==> src/rtl/micro_sequencer.sv <==
// Microsequencer: owns uPC/uIR, drives sequential and speculative ROM ports.
// Optional MICROSEQ_STACK_CHECK_EN: stack over/underflow halts with sticky err_out.
module micro_sequencer #(
    parameter int ADDR_W = 8,
    parameter int DATA_W = 32,
    parameter int STACK_DEPTH = 4,
    parameter logic [ADDR_W-1:0] RESET_ADDR = '0
) (
    input  logic              clk,
    input  logic              rst_n,
    input  logic              stall_in,
    input  logic [7:0]        cond_in,
    input  logic              op_valid_in,
    input  logic [ADDR_W-1:0] dispatch_addr_in,
    output logic              op_ready_out,
    output logic [ADDR_W-1:0] micro_code_addr_out,
    input  logic [DATA_W-1:0] micro_code_data_in,
    output logic [ADDR_W-1:0] micro_code_addr_speculative_fetch_out,
    input  logic [DATA_W-1:0] micro_code_data_speculative_fetch_in,
    output logic [15:0]       ctrl_out,
    output logic              ctrl_valid_out,
    output logic [ADDR_W-1:0] upc_out,
    output logic              err_out
);

    localparam logic [1:0] ST_BOOT = 2'd0;
    localparam logic [1:0] ST_RUN  = 2'd1;
    localparam logic [1:0] ST_HALT = 2'd2;

    localparam logic [2:0] OP_NEXT = 3'b000;
    localparam logic [2:0] OP_JUMP = 3'b001;
    localparam logic [2:0] OP_BRIF = 3'b010;
    localparam logic [2:0] OP_CALL = 3'b011;
    localparam logic [2:0] OP_RET  = 3'b100;
    localparam logic [2:0] OP_DISP = 3'b101;
    localparam logic [2:0] OP_WAIT = 3'b110;
    localparam logic [2:0] OP_END  = 3'b111;

    localparam int PW = $clog2(STACK_DEPTH);

    logic [1:0]        state;
    logic [ADDR_W-1:0] upc;
    logic [DATA_W-1:0] uir;
    logic              err_q;

    // Extra pointer bit distinguishes full from empty
    logic [PW:0]       sp;
    logic [PW:0]       sp_m1;
    logic [ADDR_W-1:0] stack [STACK_DEPTH];

    logic [2:0]        seq_op;
    logic [2:0]        cond_sel;
    logic [ADDR_W-1:0] target;
    logic              cond;
    logic [ADDR_W-1:0] upc_inc;
    logic [ADDR_W-1:0] stack_top;
    logic [ADDR_W-1:0] spec_addr;
    logic              taken;
    logic              hold;
    logic              push;
    logic              pop;
    logic              stack_err;
    logic              run;
    logic              step;
    logic              unused_bits;

    assign seq_op      = uir[31:29];
    assign cond_sel    = uir[28:26];
    assign target      = uir[16 +: ADDR_W];
    assign unused_bits = ^uir[25:24];
    assign cond        = cond_in[cond_sel];
    assign upc_inc     = upc + 1'b1;
    assign sp_m1       = sp - 1'b1;
    assign stack_top   = stack[sp_m1[PW-1:0]];
    assign run         = (state == ST_RUN);

    always_comb begin
        spec_addr = upc;
        taken     = 1'b0;
        hold      = 1'b0;
        push      = 1'b0;
        pop       = 1'b0;
        case (seq_op)
            OP_JUMP: begin
                spec_addr = target;
                taken     = 1'b1;
            end
            OP_BRIF: begin
                spec_addr = target;
                taken     = cond;
            end
            OP_CALL: begin
                spec_addr = target;
                taken     = 1'b1;
                push      = 1'b1;
            end
            OP_RET: begin
                spec_addr = stack_top;
                taken     = 1'b1;
                pop       = 1'b1;
            end
            OP_DISP: begin
                spec_addr = dispatch_addr_in;
                taken     = op_valid_in;
                hold      = !op_valid_in;
            end
            OP_WAIT: hold = !cond;
            OP_END: begin
                spec_addr = RESET_ADDR;
                taken     = 1'b1;
            end
            default: ;
        endcase
    end

`ifdef MICROSEQ_STACK_CHECK_EN
    assign stack_err = (push && sp == (PW+1)'(STACK_DEPTH))
                     || (pop && sp == '0);
`else
    assign stack_err = 1'b0;
`endif

    assign step = run && !stall_in && !hold;

    always_comb begin
        micro_code_addr_out                   = upc_inc;
        micro_code_addr_speculative_fetch_out = upc;
        if (state == ST_BOOT) begin
            micro_code_addr_out                   = RESET_ADDR;
            micro_code_addr_speculative_fetch_out = RESET_ADDR;
        end else if (run) begin
            micro_code_addr_speculative_fetch_out = spec_addr;
        end
    end

    assign op_ready_out   = run && seq_op == OP_DISP
                          && op_valid_in && !stall_in;
    assign ctrl_valid_out = step;
    assign ctrl_out       = ctrl_valid_out ? uir[15:0] : 16'h0000;
    assign upc_out        = upc;
    assign err_out        = err_q;

    always_ff @(posedge clk or negedge rst_n) begin
        if (!rst_n) begin
            state <= ST_BOOT;
            upc   <= RESET_ADDR;
            uir   <= '0;
            sp    <= '0;
            err_q <= 1'b0;
        end else begin
            case (state)
                ST_BOOT: begin
                    uir   <= micro_code_data_in;
                    upc   <= RESET_ADDR;
                    state <= ST_RUN;
                end
                ST_RUN: begin
                    if (step) begin
                        if (stack_err) begin
                            state <= ST_HALT;
                            err_q <= 1'b1;
                        end else begin
                            if (taken) begin
                                uir <= micro_code_data_speculative_fetch_in;
                                upc <= spec_addr;
                            end else begin
                                uir <= micro_code_data_in;
                                upc <= upc_inc;
                            end
                            if (push)
                                sp <= sp + 1'b1;
                            else if (pop)
                                sp <= sp_m1;
                        end
                    end
                end
                default: ;
            endcase
        end
    end

    // Return-address storage needs no reset; sp defines validity
    always_ff @(posedge clk) begin
        if (step && push && !stack_err)
            stack[sp[PW-1:0]] <= upc_inc;
    end

endmodule

==> config.mk <==
export PLATFORM = sky130hd
export DESIGN_NAME = micro_sequencer
export DESIGN_NICKNAME = d
export VERILOG_FILES = /design/src/rtl/micro_sequencer.sv
export SDC_FILE = /design/constraint.sdc
export NUM_CORES = 1
export LEC_CHECK = 0
export CAP_MARGIN = 40
export CORE_AREA = 2 2 101 103
export CTS_BUF_LIST = sky130_fd_sc_hd__clkbuf_4 sky130_fd_sc_hd__clkbuf_8 sky130_fd_sc_hd__clkbuf_16
export DETAILED_ROUTE_END_ITERATION = 7
export DIE_AREA = 0 0 103 105
export PLACE_DENSITY_LB_ADDON = 0.12
export SYNTH_ARGS = -nofsm -noshare
export SYNTH_HDL_FRONTEND = slang
export SYNTH_SLANG_ARGS = --single-unit
==> constraint.sdc <==
create_clock -name clk -period 2.7 [get_ports clk]
set_clock_uncertainty 0.15 [all_clocks]
set_input_delay 0.54 -clock clk [delete_from_list [all_inputs] [get_ports clk]]
set_output_delay 0.54 -clock clk [all_outputs]
set_load 0.05 [all_outputs]
After elaboration in Yosys (flattened, before gate mapping)
Memory sizes are Yosys's and may differ from the RTL's.
Cells that the tools add are included.
{ "op_classes": {"n_mul": 0, "n_eq_ne": 8, "add_sub_neg": 3, "reduce_logical": 17, "order_cmp": 1, "bitwise": 0, "div_mod_pow": 0, "mux": 21, "n_shift": 0} }
{ "op_table": {"columns": ["operator", "n"], "rows": [
  ["$mux 32", 2],
  ["$pmux 32 s2", 1],
  ["$mux 8", 5],
  ["$pmux 8 s4", 1],
  ["$mux 16", 1],
  ["$pmux 8 s2", 1],
  ["$eq 3x3->1 const B", 4],
  ["$add 8x1->8 const B", 1],
  ["$eq 3x2->1 const B", 2],
  ["$logic_and 1x1->1", 6],
  ["$mux 3", 2],
  ["$mux 1", 5],
  ["$logic_not 1->1", 4],
  ["$lt 3x4->1 const B", 1],
  ["$reduce_bool 2->1", 2],
  ["$reduce_or 4->1", 1],
  ["$add 3x1->3 const B", 1],
  ["$bmux 1 s3", 1],
  ["$eq 3x1->1 const B", 1],
  ["$pmux 1 s3", 1],
  ["$reduce_and 3->1", 1],
  ["$reduce_or 3->1", 1],
  ["$sub 3x1->3 const B", 1],
  ["$logic_not 2->1", 1],
  ["other kinds (3)", 3]
]} }
{ "word_totals": {"inputBits": 84, "word_cells": 55, "n_memories": 1, "latchBits": 0, "regBits": 44, "ramBits": 32, "mem_bits_ro": 0} }
{ "memory_table": {"columns": ["name", "words", "width", "read_ports", "rd_ports_with_merged_regs", "write_ports", "line_no", "source"], "rows": [
  ["stack", 4, 8, 1, 0, 1, "49", "logic [ADDR_W-1:0] stack [STACK_DEPTH];"]
]} }

Longest topological paths before layout
{ "logic_depth": {"word_depth": 9, "mapped_depth": 9} }

Worst setup path after synthesis
OpenSTA, ideal clock, no wires.
{ "synth_path": {"kind": "register to output", "start": "reg sp[0]", "end": "out micro_code_addr_speculative_fetch_out[0]", "path_slack_ns": -0.587, "arrival_ns": 2.597, "path_stages_with_launch": 10, "path_buffers": 2, "cell_sequence": "dfrtp_1 -> buf_2 -> inv_1 -> ha_1 -> clkbuf_1 -> mux4_2 -> mux2i_1 -> o31ai_1 -> a21oi_1 -> nor2b_1"} }
{ "synth_between": {"elab_chain_cells": 5} }
{ "synth_lines": {"columns": ["item", "line_no", "source"], "rows": [
  ["from (decl)", "47", "logic [PW:0] sp;"],
  ["from (signal assigned)", "171", "sp <= sp + 1'b1;"],
  ["from (signal assigned)", "173", "sp <= sp_m1;"],
  ["$sub 3x1->3", "73", "assign sp_m1 = sp - 1'b1;"],
  ["$mem_v2 4x8", null, null],
  ["$pmux 8 s4", "83", "case (seq_op)"],
  ["$mux 8", "131", "end else if (run) begin"],
  ["$mux 8", "128", "if (state == ST_BOOT) begin"],
  ["to (decl)", "18", "output logic [ADDR_W-1:0] micro_code_addr_speculative_fetch_out,"]
]} }
No other way between the ends.

Final worst setup path
{ "layout_path": {"start": "in cond_in[5]", "end": "out ctrl_out[4]"} }
{ "layout_between": {"elab_chain_cells": 7} }
{ "layout_lines": {"columns": ["item", "line_no", "source"], "rows": [
  ["from (decl)", "12", "input logic [7:0] cond_in,"],
  ["$bmux 1 s3", "71", "assign cond = cond_in[cond_sel];"],
  ["$mux 1 (implied by the code)", "71", null],
  ["$logic_not 1->1", "107", "OP_WAIT: hold = !cond;"],
  ["$pmux 1 s2", "83", null],
  ["$logic_not 1->1", "123", "assign step = run && !stall_in && !hold;"],
  ["$logic_and 1x1->1", "123", null],
  ["$mux 16", "139", "assign ctrl_out = ctrl_valid_out ? uir[15:0] : 16'h0000;"],
  ["to (decl)", "20", "output logic [15:0] ctrl_out,"]
]} }
No other way between the ends. The select of a mux whose other input is x is not followed.

==> impl_metrics.env <==
export IMPL_status="complete, but fails checks"
export IMPL_violations="setup timing"
export IMPL_drv_cap=0
export IMPL_crit_family="multiplexers"
export IMPL_via_count=3640
export IMPL_multiInputGateArea_sq_um=1950
export IMPL_crit_path_end_kind="output port"
export IMPL_place_area_sq_um=5680
export IMPL_cts_made_buffers=9
export IMPL_start_util=0.420
export IMPL_syn_to_final_growth_pct=53.8
export IMPL_syn_num_nets=486
export IMPL_clk_pin_slew_worst_paths_ns=0.07
export IMPL_totalWireLength_microns=11900
export IMPL_synth_compound_area_frac=0.145
export IMPL_drc=0
export IMPL_required_ns=2.01
export IMPL_ys_seq_area_frac=0.490
export IMPL_synth_edf_count=32
export IMPL_coreArea_sq_um=9640
export IMPL_synthMuxAreaShare=0.0834
export IMPL_clkSinkCount=73
export IMPL_die_area_sq_um=10800
export IMPL_cts_tree="built"
export IMPL_peakVddDrop_mv=0.323
export IMPL_fin_cells=684
export IMPL_yosysMostFrequentCell="nand3_1"
export IMPL_max_stage_delay_ns=0.47
export IMPL_dp_slack_ns=-0.456
export IMPL_gp_congestion=0.791
export IMPL_netlist_area_leader_share=0.253
export IMPL_yosys_area_top_type="dfrtp_1"
export IMPL_syn_avg_cell_area_sq_um=10.2
export IMPL_n_antenna_cell=0
export IMPL_min_path_type="in -> async"
export IMPL_clockBufferDepth=2
export IMPL_grt_max_degree=45
export IMPL_power_leakage_nw=2.63
export IMPL_grt_pass1_vias=3754
export IMPL_synthCells=397
export IMPL_port_buffers=121
export IMPL_worst_path_max_fanout=18
export IMPL_tightest_slew_ns=0.538
export IMPL_setup_ws_ns=-0.363
export IMPL_drt_pass1_iterations=4
export IMPL_fill_cells=778
export IMPL_cp_num_buf_inv=3
export IMPL_fin_area_sq_um=6230
export IMPL_critPathArrivalTime_ns=2.37
export IMPL_synth_top_family_by_area="simple AND/OR/NAND/NOR gates"
export IMPL_cp_slowest_cell="mux4_2"
export IMPL_antenna_found_initial=0
export IMPL_crit_type="in -> out"
export IMPL_finalHoldViolCount=0
export IMPL_die_w_microns=103
export IMPL_start_kind="primary input"
export IMPL_syn_area_sq_um=4050
export IMPL_ys_types=48
export IMPL_rsz0062_at_grt="true"
export IMPL_finalPower_mw=4.28
export IMPL_insertion_delay_ns=0.35
export IMPL_grt_usage=0.228
export IMPL_die_h_microns=105
export IMPL_slew_violations=0
export IMPL_ys_top_cells_by_area="dfrtp_1, edfxtp_1, o221ai_1, mux4_2, nand3_1"
export IMPL_grt_pass1_wl_microns=18800
export IMPL_synth_xor_area_frac=0.0151
export IMPL_final_period_utilization=1.13
export IMPL_power_density_nw_per_um2=686
export IMPL_nets=635
export IMPL_crit_chain="clkdlybuf4s50_1 -> mux4_2 -> mux2_4 -> o21ai_4 -> inv_6 -> and2_2 -> buf_6"
export IMPL_setup_viol=55
export IMPL_yosys_warnings=0
export IMPL_wl_per_cell_microns=17.3
export IMPL_fin_crit_ns=3.06
export IMPL_overflow=0
export IMPL_ys_flop_type="dfrtp_1"
export IMPL_clock_fmax_mhz=327
export IMPL_post_route_util=0.647
export IMPL_seqCellArea_sq_um=1990
export IMPL_synthAdderAreaFrac=0.0154
export IMPL_synth_simple_gate_area_share=0.180
export IMPL_antenna_left=0
export IMPL_drive_gt1_frac=0.285
export IMPL_slew_headroom=0.640
export IMPL_vias_per_cell=5.32
export IMPL_row_count=36
export IMPL_num_io_pins=127
export IMPL_cts_max_level=3
export IMPL_cts_root_buf="clkbuf_8"
export IMPL_hpwl_microns=8170
export IMPL_ff2ff_path_depth=9
export IMPL_netlist_top_cells_count="nand3_1, dfrtp_1, nand2_1"
export IMPL_drt_iter0_markers=138
export IMPL_synth_seq_cells=73
export IMPL_synth_async_reset_ratio=0.562
export IMPL_dp_cells=649
export IMPL_crit_cells=7
-- per-layer routing --
metal  share of wire  global-route usage  vias to the layer above
li1                -                   -                     1725
met1            0.44               0.310                     1775
met2            0.48               0.349                      122
met3           0.062              0.0609                       18
met4           0.019              0.0789                        0
met5               0                   0                        -
-- through the flow --
stage / hold WS, ns / TNS (ns)
after global routing: 0.375 / -13.77
after floorplan: 0.0944 / -0.247
after CTS: 0.355 / -8.38
final: 0.363 / -9.31
after global placement: 0.348 / -16.75
after detailed placement: 0.196 / -19.69
-- sequential cells by signal, summed over array words and instances (netlist names) --
register  cells
sp            2
uir          30
upc_out       8
stack        32
state         1
-- final timing paths --
check	from	to	slack, ns
worst max-delay path	cond_in[5]	ctrl_out[4]	-0.36
worst min-delay path	rst_n	sp[0]	0.36
worst max register to register	uir[26]	uir[22]	0.03
worst min register to register	uir[6]	uir[6]	0.37
max in group asynchronous	rst_n	uir[28]	1.48
min in group clk	uir[6]	uir[6]	0.37
-- cells in the final DEF (no fill, tap or decap), types with 8 or more instances in the layout --
cell type and count:
clkbuf_8 9, edfxtp_1 32, buf_6 25, nand3_1 43
mux4_2 10, nand2_1 38, buf_12 15, clkdlybuf4s50_1 87
inv_1 32, buf_4 40, o221ai_1 26, and2_4 10
dfrtp_1 37, mux2i_1 8, nor2_1 10, and2_1 11
o21ai_0 16, o211ai_1 8
-- report_power, final --
group / internal (mW) / switching [mW]
Clock: 0.425 / 0.430
Combinational: 1.02 / 0.999
Sequential: 1.29 / 0.112
Total: 2.74 / 1.54
-- cell type report --
cell class / instances / area share
Timing Repair Buffer: 171 / 0.288
Clock buffer: 9 / 0.0199
Inverter: 35 / 0.0219
Sequential cell: 73 / 0.319
Tap cell: 133 / 0.0267
Multi-Input combinational cell: 256 / 0.312
Clock inverter: 7 / 0.0112
-- logic make-up (layout without fill, tap and decap cells) --
| group | Yosys count | after routing |
|---|---|---|
| buf+inv | 68 | 222 |
| compound gates | 77 | 77 |
| flops | 73 | 73 |
| mux | 21 | 21 |
| fa+ha+maj | 5 | 5 |
| other cells | 2 | 2 |
| xor+xnor | 7 | 7 |
| simple gates | 144 | 144 |
-- worst reg2reg max path: cells and delay by family (launching register included) --
kind / cells / cell delay [ns]
compound gates: 3 / 0.53
buf+inv: 4 / 0.61
flops: 1 / 0.42
mux: 2 / 0.85
-- timing repair --
| item | 4_1_cts | 5_1_grt |
|---|---|---|
| hold buffers | 1 | 0 |
| endpoints found under the setup margin | 28 | 58 |
| hold endpoints to repair | 1 | 0 |
| gates cloned | 2 | 0 |
| buffers inserted | 10 | 8 |
| pin swaps | 7 | 9 |
| resized for setup | 45 | 14 |
Note: power is estimated with default switching activity, not from simulation.
